## src/rtl/register_file_if.sv

```systemverilog
// rtl/register_file_if.sv - read/write port bundle for the MIPS register file
interface register_file_if #(
    parameter int DATA_W = 32,
    parameter int ADDR_W = 5
);
    logic [ADDR_W-1:0] read_reg1;
    logic [ADDR_W-1:0] read_reg2;
    logic [ADDR_W-1:0] write_reg;
    logic [DATA_W-1:0] write_data;
    logic              reg_write;
    logic [DATA_W-1:0] read_data1;
    logic [DATA_W-1:0] read_data2;

    modport master (
        output read_reg1,
        output read_reg2,
        output write_reg,
        output write_data,
        output reg_write,
        input  read_data1,
        input  read_data2
    );

    modport slave (
        input  read_reg1,
        input  read_reg2,
        input  write_reg,
        input  write_data,
        input  reg_write,
        output read_data1,
        output read_data2
    );
endinterface

```

## src/rtl/register_file.sv

```systemverilog
// rtl/register_file.sv - 32-entry MIPS GPR file, 2 comb read ports, 1 clocked write port
// Optional feature macro: REGFILE_WRITE_BYPASS_EN (write-before-read forwarding)
module register_file #(
    parameter int              DATA_W  = 32,
    parameter int              ADDR_W  = 5,
    parameter logic [DATA_W-1:0] GP_INIT = 32'h10008000,
    parameter logic [DATA_W-1:0] SP_INIT = 32'h7FFFEFFC
) (
    input  logic          clk,
    input  logic          rst,
    register_file_if.slave bus
);
    localparam int DEPTH  = 2 ** ADDR_W;
    localparam int GP_IDX = 28;
    localparam int SP_IDX = 29;

    // Entry 0 ($zero) has no storage; reads of index 0 are forced to zero.
    logic [DATA_W-1:0] r_regs [1:DEPTH-1];

    logic w_wr_en;
    logic [DATA_W-1:0] w_rd1;
    logic [DATA_W-1:0] w_rd2;

    assign w_wr_en = !rst && bus.reg_write && (bus.write_reg != '0);

    always_ff @(posedge clk) begin
        if (rst) begin
            for (int i = 1; i < DEPTH; i++) begin
                if (i == GP_IDX)
                    r_regs[i] <= GP_INIT;
                else if (i == SP_IDX)
                    r_regs[i] <= SP_INIT;
                else
                    r_regs[i] <= '0;
            end
        end else if (w_wr_en) begin
            r_regs[bus.write_reg] <= bus.write_data;
        end
    end

    always_comb begin
        w_rd1 = '0;
        if (bus.read_reg1 != '0) begin
            w_rd1 = r_regs[bus.read_reg1];
`ifdef REGFILE_WRITE_BYPASS_EN
            if (w_wr_en && (bus.write_reg == bus.read_reg1))
                w_rd1 = bus.write_data;
`endif
        end
    end

    always_comb begin
        w_rd2 = '0;
        if (bus.read_reg2 != '0) begin
            w_rd2 = r_regs[bus.read_reg2];
`ifdef REGFILE_WRITE_BYPASS_EN
            if (w_wr_en && (bus.write_reg == bus.read_reg2))
                w_rd2 = bus.write_data;
`endif
        end
    end

    assign bus.read_data1 = w_rd1;
    assign bus.read_data2 = w_rd2;
endmodule

```

## src/flat_wrapper.sv

```systemverilog
// flat-port wrapper written by rule: the top's interface ports become plain ports
module register_file_flat 
#(
    parameter int              DATA_W  = 32,
    parameter int              ADDR_W  = 5,
    parameter logic [DATA_W-1:0] GP_INIT = 32'h10008000,
    parameter logic [DATA_W-1:0] SP_INIT = 32'h7FFFEFFC
)
  (clk, rst, bus_read_reg1, bus_read_reg2, bus_write_reg, bus_write_data, bus_reg_write, bus_read_data1, bus_read_data2);
  register_file_if #(.DATA_W(DATA_W), .ADDR_W(ADDR_W)) bus_i ();
  input  logic clk;
  input  logic rst;
  input wire logic [$bits(bus_i.read_reg1)-1:0] bus_read_reg1;
  input wire logic [$bits(bus_i.read_reg2)-1:0] bus_read_reg2;
  input wire logic [$bits(bus_i.write_reg)-1:0] bus_write_reg;
  input wire logic [$bits(bus_i.write_data)-1:0] bus_write_data;
  input wire logic [$bits(bus_i.reg_write)-1:0] bus_reg_write;
  output wire logic [$bits(bus_i.read_data1)-1:0] bus_read_data1;
  output wire logic [$bits(bus_i.read_data2)-1:0] bus_read_data2;
  assign bus_i.read_reg1 = bus_read_reg1;
  assign bus_i.read_reg2 = bus_read_reg2;
  assign bus_i.write_reg = bus_write_reg;
  assign bus_i.write_data = bus_write_data;
  assign bus_i.reg_write = bus_reg_write;
  assign bus_read_data1 = bus_i.read_data1;
  assign bus_read_data2 = bus_i.read_data2;
  register_file #(.DATA_W(DATA_W), .ADDR_W(ADDR_W), .GP_INIT(GP_INIT), .SP_INIT(SP_INIT)) u_core (.clk(clk), .rst(rst), .bus(bus_i));
endmodule
```

## config.mk

```make
export PLATFORM = sky130hd
export DESIGN_NAME = register_file_flat
export DESIGN_NICKNAME = d
export VERILOG_FILES = /design/src/rtl/register_file_if.sv /design/src/rtl/register_file.sv /design/src/flat_wrapper.sv
export SDC_FILE = /design/constraint.sdc
export NUM_CORES = 2
export LEC_CHECK = 0
export BUFFER_PORTS_ARGS = -buffer_cell sky130_fd_sc_hd__buf_2
export CORE_ASPECT_RATIO = 2
export CORE_MARGIN = 10
export CORE_UTILIZATION = 54
export CTS_CLUSTER_DIAMETER = 150
export CTS_CLUSTER_SIZE = 24
export DETAILED_ROUTE_END_ITERATION = 8
export MAX_ROUTING_LAYER = met4
export PLACE_DENSITY = 0.7
export SETUP_SLACK_MARGIN = 0.4
export SKIP_LAST_GASP = 1
export SLEW_MARGIN = 30
export SYNTH_ARGS = -nofsm -noshare
export SYNTH_HDL_FRONTEND = slang
export SYNTH_SLANG_ARGS = --single-unit
```

## constraint.sdc

```tcl
create_clock -name clk -period 2 [get_ports clk]
set_input_delay 0.2 -clock clk [delete_from_list [all_inputs] [get_ports clk]]
set_output_delay 0.2 -clock clk [all_outputs]
set_load 0.05 [all_outputs]
```

== Word level (Yosys, flattened, before mapping) ==
Memories as Yosys holds them, arrays and structs flattened.
Cells that the tools add are included.

* Register bits after elaboration: 0
* RAM bits: 992
* Input port bits: 50
* Output and inout bits: 64
* Logic and storage cells: 18
* Memories kept: 1

{| class="wikitable"
|+ Memory list
! memory !! depth !! bits a word !! read ports !! clocked after memory_dff !! wr ports !! line !! text
|-
| u_core.r_regs || 31 || 32 || 2 || 0 || 31 || register_file.sv:18 || <nowiki>logic [DATA_W-1:0] r_regs [1:DEPTH-1];</nowiki>
|}

* Muxes and demuxes: 10
* Reductions and logical operators: 7

{| class="wikitable"
|+ Operators with widths
! cell !! count
|-
| 32-bit two-way mux || 3
|-
| 32-bit OR reduction || 1
|-
| 5-bit nonzero test || 3
|-
| 1-bit two-way mux || 6
|-
| 5-bit two-way mux || 1
|-
| 1-bit logical AND || 2
|-
| 1-bit logical NOT || 1
|}

== Depth between registers and ports, before layout ==
* Depth after elaboration: 8
* Mapped depth: 8
* Depth with buffers taken out: 4

== Worst setup path after synthesis ==
OpenSTA, ideal clock, no wires.

* Path type: input -> output
* Start: in bus_read_reg1[0]
* End: out bus_read_data1[2]
* Arrival time: 2,536 ps
* Data required time: 1,800 ps
* Slack: -736 ps
* Cell stages on the path: 7
* Buffers on the path: 4
* Path through: buf_2 > inv_1 > buf_4 > buf_2 > clkbuf_1 > o2111ai_1 > a311oi_1

* Word-level cells in the longest chain between the ends: 2
* Elaborated cells on any way between the ends: 3
* Classes of those cells: 1 x mux; 1 x reduce/logical; 1 x memory

{| class="wikitable"
|+ Ends and longest elaborated chain
! item !! line !! text
|-
| start, declared || flat_wrapper.sv:13 || <nowiki>input wire logic [$bits(bus_i.read_reg1)-1:0] bus_read_reg1;</nowiki>
|-
| memory 31 x 32 bit / 5-bit nonzero test (equally long branches) || n/a ||
|-
| 32-bit two-way mux * || register_file.sv:43 || <nowiki>if (bus.read_reg1 != '0) begin</nowiki>
|-
| end, declared || flat_wrapper.sv:18 || <nowiki>output wire logic [$bits(bus_i.read_data1)-1:0] bus_read_data1;</nowiki>
|}

Every way passes the cells marked *; elsewhere a longest branch is shown, timed or not.

==> out/results.tsv <==
stage	metric	value	unit
run_status	status	finished with violations	
run_status	failing checks	setup timing	
layout	Core Util, Final	65.5	%
timing	Slew headroom	33.1	%
floorplanning	Core ar.	0.101	sq mm
timing	Tcrit/Tclk final	142	%
layout	layout cell share with drive strength beyond 1	35.9	%
routing	Initial DRT Pass Iterations	7	
grt	largest net degree at the start of global routing	37	
min_path	Worst Hold Path Cells	1	
floorplanning	IO Count	114	
yosys	syn_area_per_cell	14.5	sq um
placement	Area after DPL	0.0637	sq mm
yosys	Seq/Total Area, Yosys	55.9	%
power_and_ir_drop	Combinational Power Share	20.4	%
yosys	cell area after synthesis	0.0551	sq mm
worst_setup_path	Worst EP arrival	2.65	ns
cts	maximum clock path buffer count	3	
layout	Largest regs	u_core.r_regs x1024	
yosys	ys async rst share	0	%
worst_setup_path	CP endpoint kind	primary output	
placement	pre-CTS setup slack	-0.661	ns
cts	clock slew seen by the registers of the worst setup and hold paths	0.10	ns
floorplanning	row count	165	
timing	fin worst setup slack	-0.848	ns
power_and_ir_drop	Clk pwr share	24.1	%
yosys	gate count of the mapped netlist	3796	
grt	Total Routing Usage GR	35.5	%
routing	First DRT Iteration DRCs	5046	
grt	first-pass GRT wire length	282	mm
timing	crit path time final	2.85	ns
timing	max-slew violations	0	
layout	area grow syn2layout	20.3	%
flow_run	MaxCap Viol Count	0	
power_and_ir_drop	sequential fraction of design power	55.5	%
yosys	Yosys reg bits	1024	
placement	HPWL after DPL	138	mm
power_and_ir_drop	Power Density	692	mW/mm^2
timing	Hold Fails Final Rpt	0	
routing	via count	38100	
cts	CTS root buf	clkbuf_16	
worst_setup_path	WS Path Type	flip-flop to primary output	
timing	final setup vio count	64	
floorplanning	die area	0.116	sq mm
cts	CTS Buf Count	48	
power_and_ir_drop	Pint	0.0333	W
yosys	count of cell types in the netlist	41	
timing	upper clock frequency limit	351	MHz
floorplanning	die width	246	um
layout	fillers	7238	
yosys	Post-synth EDFFs	1024	
grt	antenna violations before repair	17	
timing	Slew @ Worst Pin	1.00	ns
min_path	hold_sp	bus_write_data[1]	
cts	TritonCTS clock tree	yes	
min_path	Hold Path Class	input pin to flip-flop	
min_path	Worst Hold End	u_core.r_regs[0][1]	
placement	routability congestion estimate	0.969	
layout	largest reg by FF count	u_core.r_regs	
worst_setup_path	crit path max fanout	2	
timing	setup_tns	-40.80	ns
power_and_ir_drop	Switch Pwr	0.0126	W
power_and_ir_drop	sw frac	27.4	%
placement	I/O Buffers	113	
routing	remaining antenna violation count	0	
cts	clock sink count	1024	
power_and_ir_drop	Peak VDD IR	0.590	mV
layout	max reg flops	1024	
worst_setup_path	critical path required time	1.80	ns
routing	DR WL/cell	36.6	um
routing	DRC Markers	0	
yosys	Post-synth top flop	edfxtp_1	
grt	vias in the first global route	39800	
layout	post-route cell area	0.0663	sq mm
floorplanning	Die Y	472	um
layout	Final nets	4203	
yosys	Yosys Warn Count	0	
power_and_ir_drop	LEAKAGE	23.7	nW
timing	unrepaired setup endpoints after global routing	yes	
routing	drt total wl	201	mm
worst_setup_path	crit start category	flip-flop	
cts	CTS H-tree lvls	2	
routing	via-per-instance ratio	6.93	
floorplanning	Initial Utilization	54.4	%
grt	total overflow reported by the global router	0	
critical path, cell delays in order (launching register included):
cell and delay, ns:
edfxtp_1 0.47, mux4_2 0.48, mux2_4 0.29, a221oi_4 0.32
buf_4 0.19, a211oi_4 0.04, buf_6 0.17
cells in the mapped netlist (31+ instances only):
library cell	count	area share (%)
edfxtp_1	1024	56
and2_1	964	11
mux2i_1	320	5.8
mux4_2	304	12
clkbuf_1	299	2.0
nand2_1	101	0.69
a211oi_1	64	0.87
a22oi_1	64	0.87
mux2_2	64	1.3
o221ai_1	64	1.0
buf_4	51	0.70
buf_2	50	0.45
mux4_1	48	2.3
o21ai_0	47	0.43
nor2b_1	37	0.42
nor2_1	36	0.25
a221oi_1	33	0.52
a21oi_1	32	0.29
a311oi_1	32	0.51
nand4_1	32	0.36
or3_1	32	0.36
or2_2	31	0.35
metal layers:
layer / vias up / GRT usage, % / part of all wire (%)
met1: 19200 / 37.3 / 31
met5: - / - / 0
met2: 2756 / 58.7 / 50
li1: 15100 / - / -
met3: 952 / 6.02 / 9.3
met4: 0 / 27.6 / 9.3
cells by family after synthesis:
kind of cell	Yosys count	share of synthesized area, %
multiplexers	736	21.9
AND/OR/NAND/NOR	1251	13.6
other	1	0.00681
AO/OA/AOI/OAI	367	5.17
buffers and inverters	417	3.49
flip-flops	1024	55.9
worst max-delay path by stage:
stage	from	end	slack (ns)
after floorplan	bus_read_reg2[0]	bus_read_data2[11]	0.03
after global placement	bus_read_reg2[0]	bus_read_data2[7]	-0.62
after detailed placement	bus_read_reg2[0]	bus_read_data2[7]	-0.66
after CTS	u_core.r_regs[26][7]	bus_read_data2[7]	-0.83
after global routing	u_core.r_regs[30][7]	bus_read_data2[7]	-0.91
final	u_core.r_regs[30][7]	bus_read_data2[7]	-0.85
final cells by class:
type | count | area (sq um) | area share [%]
sequential | 1024 | 30700 | 46.4
multi-input combinational | 2386 | 25100 | 37.9
timing repair buffer | 691 | 7470 | 11.3
tap | 1336 | 1670 | 2.52
clock buffer | 49 | 1230 | 1.85
antenna | 7 | 17.5 | 0.0264
inverter | 2 | 10.0 | 0.0151
clock inverter | 1 | 8.76 | 0.0132
cell usage in the layout, fill, tap and decap left out, types with 17 or more instances in the layout:
cell	instances
a211oi_2	22
a211oi_4	34
a21oi_1	17
a221oi_2	30
a22oi_1	48
a311oi_4	32
and2_1	963
buf_12	166
buf_2	41
buf_4	401
buf_6	65
clkbuf_16	49
conb_1	32
edfxtp_1	1024
mux2_2	21
mux2_4	43
mux2i_1	320
mux4_2	349
nand2_1	98
nand4_1	32
nor2_4	34
o21ai_2	20
o221ai_1	27
o221ai_2	37
or2_2	22
or3_1	31
repair_timing:
item | 4_1_cts | 5_1_grt
hold buffers | 14 | 0
endpoints found under the hold margin | 14 | 0
pin swaps | 50 | 27
gates cloned | 0 | 0
setup endpoints to repair | 64 | 64
setup buffers | 19 | 16
resized for setup | 260 | 35
power groups by stage:
stage | clock [W] | sequential, W | combinational, W
after floorplan | 0 | 0.0256 | 0.00529
after global placement | 0 | 0.0258 | 0.00859
after detailed placement | 0 | 0.0259 | 0.00866
after CTS | 0.0111 | 0.0254 | 0.00918
after global routing | 0.0117 | 0.0255 | 0.00961
final | 0.0111 | 0.0254 | 0.00937
metrics by stage:
stage                     hold WS, ns  power [W]  cells
final                          0.0355     0.0459   5496
after global routing           0.0201     0.0469   5493
after CTS                     0.00628     0.0456   5473
after detailed placement        0.649     0.0345   5390
after global placement          0.649     0.0344   5390
after floorplan                 0.299     0.0309   3827
Power figures use the tool's default switching activity.
